## src/rtl/pwm_pkg.sv

```systemverilog
// pwm_pkg: shared constants, FSM encoding and FIFO sizing for the pointwise-multiply controller
package pwm_pkg;
    localparam int Q = 8380417;
    localparam int COEF_W = 23;
    localparam int LANE_SLOT = 32;
    typedef enum logic [1:0] {S_IDLE, S_LOAD, S_COMPUTE} state_t;
    function automatic int fifo_depth(input int mul_lat);
        return mul_lat + 2;
    endfunction
endpackage

```

## src/rtl/pwm_res_fifo.sv

```systemverilog
// pwm_res_fifo: first-word-fall-through result FIFO with occupancy count
module pwm_res_fifo #(
    parameter int W = 47,
    parameter int DEPTH = 5,
    parameter int CW = $clog2(DEPTH + 1)
) (
    input  logic          clk,
    input  logic          aresetn,
    input  logic          push,
    input  logic [W-1:0]  din,
    input  logic          pop,
    output logic [W-1:0]  dout,
    output logic          valid,
    output logic [CW-1:0] count
);
    localparam int PW = $clog2(DEPTH);
    logic [W-1:0] mem [DEPTH];
    logic [PW-1:0] wr_ptr, rd_ptr;
    assign valid = count != '0;
    assign dout = valid ? mem[rd_ptr] : '0;
    always_ff @(posedge clk or negedge aresetn) begin
        if (!aresetn) begin
            wr_ptr <= '0;
            rd_ptr <= '0;
            count <= '0;
        end else begin
            if (push) wr_ptr <= (wr_ptr == PW'(DEPTH - 1)) ? '0 : wr_ptr + 1'b1;
            if (pop) rd_ptr <= (rd_ptr == PW'(DEPTH - 1)) ? '0 : rd_ptr + 1'b1;
            count <= count + CW'(push) - CW'(pop);
        end
    end
    always_ff @(posedge clk) begin
        if (push) mem[wr_ptr] <= din;
    end
endmodule

```

## src/rtl/pwm_lane_ctrl.sv

```systemverilog
// pwm_lane_ctrl: lane-parallel pointwise multiply controller (load vector, stream matrix polys).
// Optional PWM_STATS_EN adds the stall_cnt output.
module pwm_lane_ctrl #(
    parameter int COEF_W = pwm_pkg::COEF_W,
    parameter int N = 256,
    parameter int LANES = 2,
    parameter int MUL_LAT = 3,
    parameter int ADDR_W = $clog2(N / LANES),
    parameter int DATA_W = 32 * LANES
) (
    input  logic                    clk,
    input  logic                    aresetn,
    input  logic                    Matrix_mul_start,
    input  logic [3:0]              column_length,
    input  logic                    Rm_tvalid,
    output logic                    Rm_tready,
    input  logic [DATA_W-1:0]       Rm_tdata,
    input  logic                    Rm_tlast,
    output logic                    Ws_tvalid,
    input  logic                    Ws_tready,
    output logic [DATA_W-1:0]       Ws_tdata,
    output logic [DATA_W/8-1:0]     Ws_tkeep,
    output logic                    Ws_tlast,
    output logic                    coef_we,
    output logic [ADDR_W-1:0]       coef_addra,
    output logic [LANES*COEF_W-1:0] coef_dina,
    output logic                    coef_enb,
    output logic [ADDR_W-1:0]       coef_addrb,
    input  logic [LANES*COEF_W-1:0] coef_doutb,
    output logic [LANES*COEF_W-1:0] mat_a,
    output logic [LANES*COEF_W-1:0] mat_b,
    input  logic [LANES*COEF_W-1:0] mul_result,
    output logic                    Matrix_mul_done,
    output logic                    busy,
    output logic                    proto_err
`ifdef PWM_STATS_EN
    ,
    output logic [31:0]             stall_cnt
`endif
);
    import pwm_pkg::*;
    localparam int BEATS = N / LANES;
    localparam int DEPTH = fifo_depth(MUL_LAT);
    localparam int PW = LANES * COEF_W;
    localparam int CW = $clog2(DEPTH + 1);
    localparam logic [ADDR_W-1:0] LAST_BEAT = ADDR_W'(BEATS - 1);

    state_t state, state_nx;
    logic [3:0] col_len, in_poly, out_poly;
    logic [ADDR_W-1:0] beat_idx;
    logic [PW-1:0] rm_lanes, rm_q, fifo_data;
    logic [MUL_LAT-1:0] pipe_v, pipe_last;
    logic [CW-1:0] fifo_count;
    logic op_v, op_last, fifo_last, accept, beat_last, ws_fire, final_out, done_q, rm_unused;

    assign accept = Rm_tvalid && Rm_tready;
    assign beat_last = beat_idx == LAST_BEAT;
    assign ws_fire = Ws_tvalid && Ws_tready;
    assign final_out = ws_fire && Ws_tlast && out_poly == col_len - 4'd1;
    assign rm_unused = ^Rm_tdata;

    always_comb begin
        rm_lanes = '0;
        Ws_tdata = '0;
        for (int i = 0; i < LANES; i++) begin
            rm_lanes[COEF_W*i +: COEF_W] = Rm_tdata[LANE_SLOT*i +: COEF_W];
            Ws_tdata[LANE_SLOT*i +: COEF_W] = fifo_data[COEF_W*i +: COEF_W];
        end
    end

    always_ff @(posedge clk or negedge aresetn) begin
        if (!aresetn) state <= S_IDLE;
        else state <= state_nx;
    end

    // Credit covers every product already committed to the multiplier so the FIFO can never overflow.
    always_comb begin
        state_nx = state;
        if (state == S_IDLE && Matrix_mul_start) state_nx = S_LOAD;
        else if (state == S_LOAD && accept && beat_last) state_nx = (col_len == 4'd0) ? S_IDLE : S_COMPUTE;
        else if (state == S_COMPUTE && final_out) state_nx = S_IDLE;
        Rm_tready = (state == S_LOAD) || (state == S_COMPUTE && in_poly < col_len &&
                    int'(fifo_count) + $countones({op_v, pipe_v}) < DEPTH);
        busy = state != S_IDLE;
        coef_we = state == S_LOAD && accept;
        coef_enb = state == S_COMPUTE && accept;
    end

    assign coef_addra = beat_idx;
    assign coef_addrb = beat_idx;
    assign coef_dina = coef_we ? rm_lanes : '0;
    assign mat_a = op_v ? rm_q : '0;
    assign mat_b = op_v ? coef_doutb : '0;
    assign Ws_tkeep = '1;
    assign Matrix_mul_done = done_q;

    always_ff @(posedge clk or negedge aresetn) begin
        if (!aresetn) begin
            col_len <= '0;
            in_poly <= '0;
            out_poly <= '0;
            beat_idx <= '0;
            proto_err <= 1'b0;
            rm_q <= '0;
            op_v <= 1'b0;
            op_last <= 1'b0;
            pipe_v <= '0;
            pipe_last <= '0;
            done_q <= 1'b0;
        end else begin
            if (state == S_IDLE && Matrix_mul_start) begin
                col_len <= column_length;
                proto_err <= 1'b0;
                beat_idx <= '0;
                in_poly <= '0;
                out_poly <= '0;
            end
            if (accept) begin
                beat_idx <= beat_last ? '0 : beat_idx + 1'b1;
                if (state == S_COMPUTE && beat_last) in_poly <= in_poly + 4'd1;
                if (Rm_tlast != beat_last) proto_err <= 1'b1;
            end
            if (ws_fire && Ws_tlast) out_poly <= out_poly + 4'd1;
            if (coef_enb) rm_q <= rm_lanes;
            op_v <= coef_enb;
            op_last <= beat_last;
            pipe_v[0] <= op_v;
            pipe_last[0] <= op_last;
            for (int i = 1; i < MUL_LAT; i++) begin
                pipe_v[i] <= pipe_v[i-1];
                pipe_last[i] <= pipe_last[i-1];
            end
            done_q <= (state == S_LOAD && accept && beat_last && col_len == 4'd0) ||
                      (state == S_COMPUTE && final_out);
        end
    end

    pwm_res_fifo #(.W(PW + 1), .DEPTH(DEPTH), .CW(CW)) u_fifo (
        .clk    (clk),
        .aresetn(aresetn),
        .push   (pipe_v[MUL_LAT-1]),
        .din    ({pipe_last[MUL_LAT-1], mul_result}),
        .pop    (ws_fire),
        .dout   ({fifo_last, fifo_data}),
        .valid  (Ws_tvalid),
        .count  (fifo_count)
    );
    assign Ws_tlast = fifo_last;

`ifdef PWM_STATS_EN
    always_ff @(posedge clk or negedge aresetn) begin
        if (!aresetn) stall_cnt <= '0;
        else if (state == S_IDLE && Matrix_mul_start) stall_cnt <= '0;
        else if (state == S_COMPUTE && Ws_tvalid && !Ws_tready && stall_cnt != '1) stall_cnt <= stall_cnt + 32'd1;
    end
`endif
endmodule

```

## config.mk

```make
export PLATFORM = sky130hd
export DESIGN_NAME = pwm_lane_ctrl
export DESIGN_NICKNAME = d
export VERILOG_FILES = /design/src/rtl/pwm_pkg.sv /design/src/rtl/pwm_res_fifo.sv /design/src/rtl/pwm_lane_ctrl.sv
export SDC_FILE = /design/constraint.sdc
export NUM_CORES = 1
export LEC_CHECK = 0
export ABC_AREA = 1
export CORE_ASPECT_RATIO = 0.9
export CORE_MARGIN = 2
export CORE_UTILIZATION = 44
export DETAILED_ROUTE_END_ITERATION = 10
export HOLD_SLACK_MARGIN = 0.08
export PLACE_DENSITY = 0.73
export SLEW_MARGIN = 20
export SYNTH_ARGS = -nofsm -noshare
export SYNTH_HDL_FRONTEND = slang
export SYNTH_SLANG_ARGS = --single-unit
```

## constraint.sdc

```tcl
create_clock -name clk -period 4.07 [get_ports clk]
set_input_delay 0.407 -clock clk [delete_from_list [all_inputs] [get_ports clk]]
set_output_delay 0.407 -clock clk [all_outputs]
set_load 0.05 [all_outputs]
```

==> reports/results.ini <==
[cts]
insertion_delay_ns = 0.57
htreeDepth = 1
cts_inserted_buffers = 31
cts_tree = done
cts.sinks = 321
clockBufferDepth = 3
cts-resized-gates = 0
clk_pin_slew_ns = 0.07
cts_root_buf = clkbuf_16

[floorplan]
die_w_um = 196
io_pins = 398
rows = 63
core_area_sq_um = 32900
chipHeight_um = 177
initial_core_util = 0.446
die_area_sq_um = 34800

[critical_path]
crit_required_ns = 3.66
setup.worst_path.end_class = output pin
critical_path_arrival_ns = 3.16
path_class = register to output pin
crit_path_start_kind = register
crit_fanout = 2

[finish]
nFillCells = 2693
layout_commonest_cell = clkdlybuf4s50_1
syn_to_final_growth_pct = 32.8
drive_gt1_frac = 0.0752
layout_common_cells = clkdlybuf4s50_1, nor2_1, nand2_1, edfxtp_1, inv_1
layout.cells.non_filler = 2272
final_util = 0.592
fin_nets = 2008

[timing]
finalSetupViolCount = 0
tightest_slew_ns = 0.986
finalSetupTns_ns = 0
post-route-period-util = 0.876
skew_ns = 0.0122
hold_viol_final = 0
rsz0062_at_grt = false
slew_viol_final = 0
fin_ws_ns = 0.507
fmax_mhz = 281
min_period_ns = 3.56
max_slew_margin = 0.341

[logic_synthesis]
syn_area_sq_um = 14700
avgSynthCellArea_sq_um = 9.70
yosysWarnings = 0
syn_inst = 1511
synth-seq-area-share = 0.628
synthDistinctLibCells = 33
ys_seq_elements = 321

[global_routing]
first_global_vias = 10635
grt_overflow_total = 0
grt_pass1_wl_mm = 59.0
track_usage = 0.216
antenna_found_initial = 2
grt_max_degree = 94

[hold_path]
hold_class = register to register

[placed_design]
dpl.hpwl_mm = 24.7
place_ws_ns = 1.01
place_inst = 2211
routabilityCongestion = 0.813
port_buffers = 353

[power]
power_mw = 12.2
vdd_drop_max_v = 0.000515
p_per_area_nw_per_um2 = 627
power.leakage_nw = 8.63

[detailed_routing]
viasPerCell = 4.97
drt_iter0_markers = 770
vias = 11289
wl_per_cell_um = 17.0
route.detailed.drc = 0
ant_nets = 0
wirelength_mm = 38.7
dr.pass1.iters = 7

[job]
maxCapViolations = 0

[outcome]
status = finished clean

-- cell families after synthesis --
logic type,Yosys count,share of synthesized area
AND/OR/NAND/NOR,601,0.167
buffers and inverters,341,0.0998
flip-flops,321,0.628
AO/OA/AOI/OAI,213,0.0775
adder cells (fa/ha/maj),19,0.0183
XOR/XNOR,14,0.00836
other,2,0.000512
-- flip-flops by register name (all words and copies together) (netlist names) --
register / flops
out_poly: 4
pipe_v: 3
pipe_last: 3
u_fifo.wr_ptr: 3
rm_q: 46
u_fifo.rd_ptr: 3
u_fifo.mem: 235
Matrix_mul_done: 1
in_poly: 4
proto_err: 1
col_len: 4
state: 2
op_v: 1
op_last: 1
coef_addra: 7
u_fifo.count: 3
-- metrics by stage --
stage / cell area (sq um) / hold WS [ns]
2_1_floorplan: 14800 / 0.111
3_3_place_gp: 18300 / 0.334
3_5_place_dp: 18300 / 0.335
4_1_cts: 19500 / 0.356
5_1_grt: 19500 / 0.368
6_report: 19500 / 0.352
-- repair_timing --
action,4_1_cts,5_1_grt
setup endpoints to repair,0,0
endpoints found under the hold margin,63,0
hold buffers,1,0
setup buffers,0,0
-- where the power goes --
| group | leakage (nW) | switching [mW] | internal, mW |
|---|---|---|---|
| logic | 4.83 | 3.79 | 1.55 |
| registers | 3.26 | 0.160 | 3.60 |
| clock network | 0.540 | 1.24 | 1.86 |
-- critical path, stage by stage, from the launching register on --
cell,delay (ns)
dfrtp_1,0.40
fa_1,0.50
fa_1,0.41
fa_1,0.40
xnor2_1,0.20
o21ai_0,0.11
nor2_1,0.12
nand4_1,0.10
inv_1,0.19
buf_12,0.16
-- final cells by class --
type	instances	area, sq um	area share
sequential	321	9210	0.473
multi-input combinational	873	4130	0.212
timing repair buffer	375	3650	0.187
clock buffer	39	847	0.0435
inverter	221	830	0.0426
tap	422	528	0.0271
clock inverter	19	272	0.0139
antenna	2	5.00	0.000257
-- final timing paths --
kind,from,to,cells after the start,slack (ns)
min in group asynchronous,aresetn,rm_q[25]$_DFFE_PN0P_,2,0.46
hold / removal,op_last$_DFF_PN0_,pipe_last[0]$_DFF_PN0_,0,0.35
setup / recovery,pipe_v[0]$_DFF_PN0_,coef_enb,9,0.51
max in group asynchronous,aresetn,u_fifo.rd_ptr[0]$_DFFE_PN0P_,3,2.71
hold reg to reg,op_last$_DFF_PN0_,pipe_last[0]$_DFF_PN0_,0,0.35
setup reg to reg,pipe_v[0]$_DFF_PN0_,coef_addra[0]$_DFFE_PN0P_,11,1.00
-- cell usage after synthesis, drive strengths merged --
master	n	area (sq um)
o211ai	2	15.0
ha	15	188
a21oi	9	45.0
o21ai	153	766
nor2	264	1000
nand3b	1	7.51
o22ai	47	294
dfrtp	86	2150
buf	64	423
xnor2	7	61.3
nand2	249	940
clkbuf	56	210
xor2	7	61.3
conb	2	7.51
inv	220	826
nand3	35	180
nor3	3	20.0
a21o	1	8.76
clkinv	1	3.75
o31ai	1	7.51
nand4	49	307
fa	4	80.1
edfxtp	235	7060
-- metal layers --
| layer | global-route usage | vias to the layer above | routed length (um) |
|---|---|---|---|
| met3 | 0.0486 | 44 | 2950 |
| met5 | 0 | - | 0 |
| li1 | - | 5501 | - |
| met2 | 0.359 | 372 | 18700 |
| met4 | 0.0385 | 0 | 503 |
| met1 | 0.294 | 5372 | 16600 |
(Power assumes the default switching activity.)
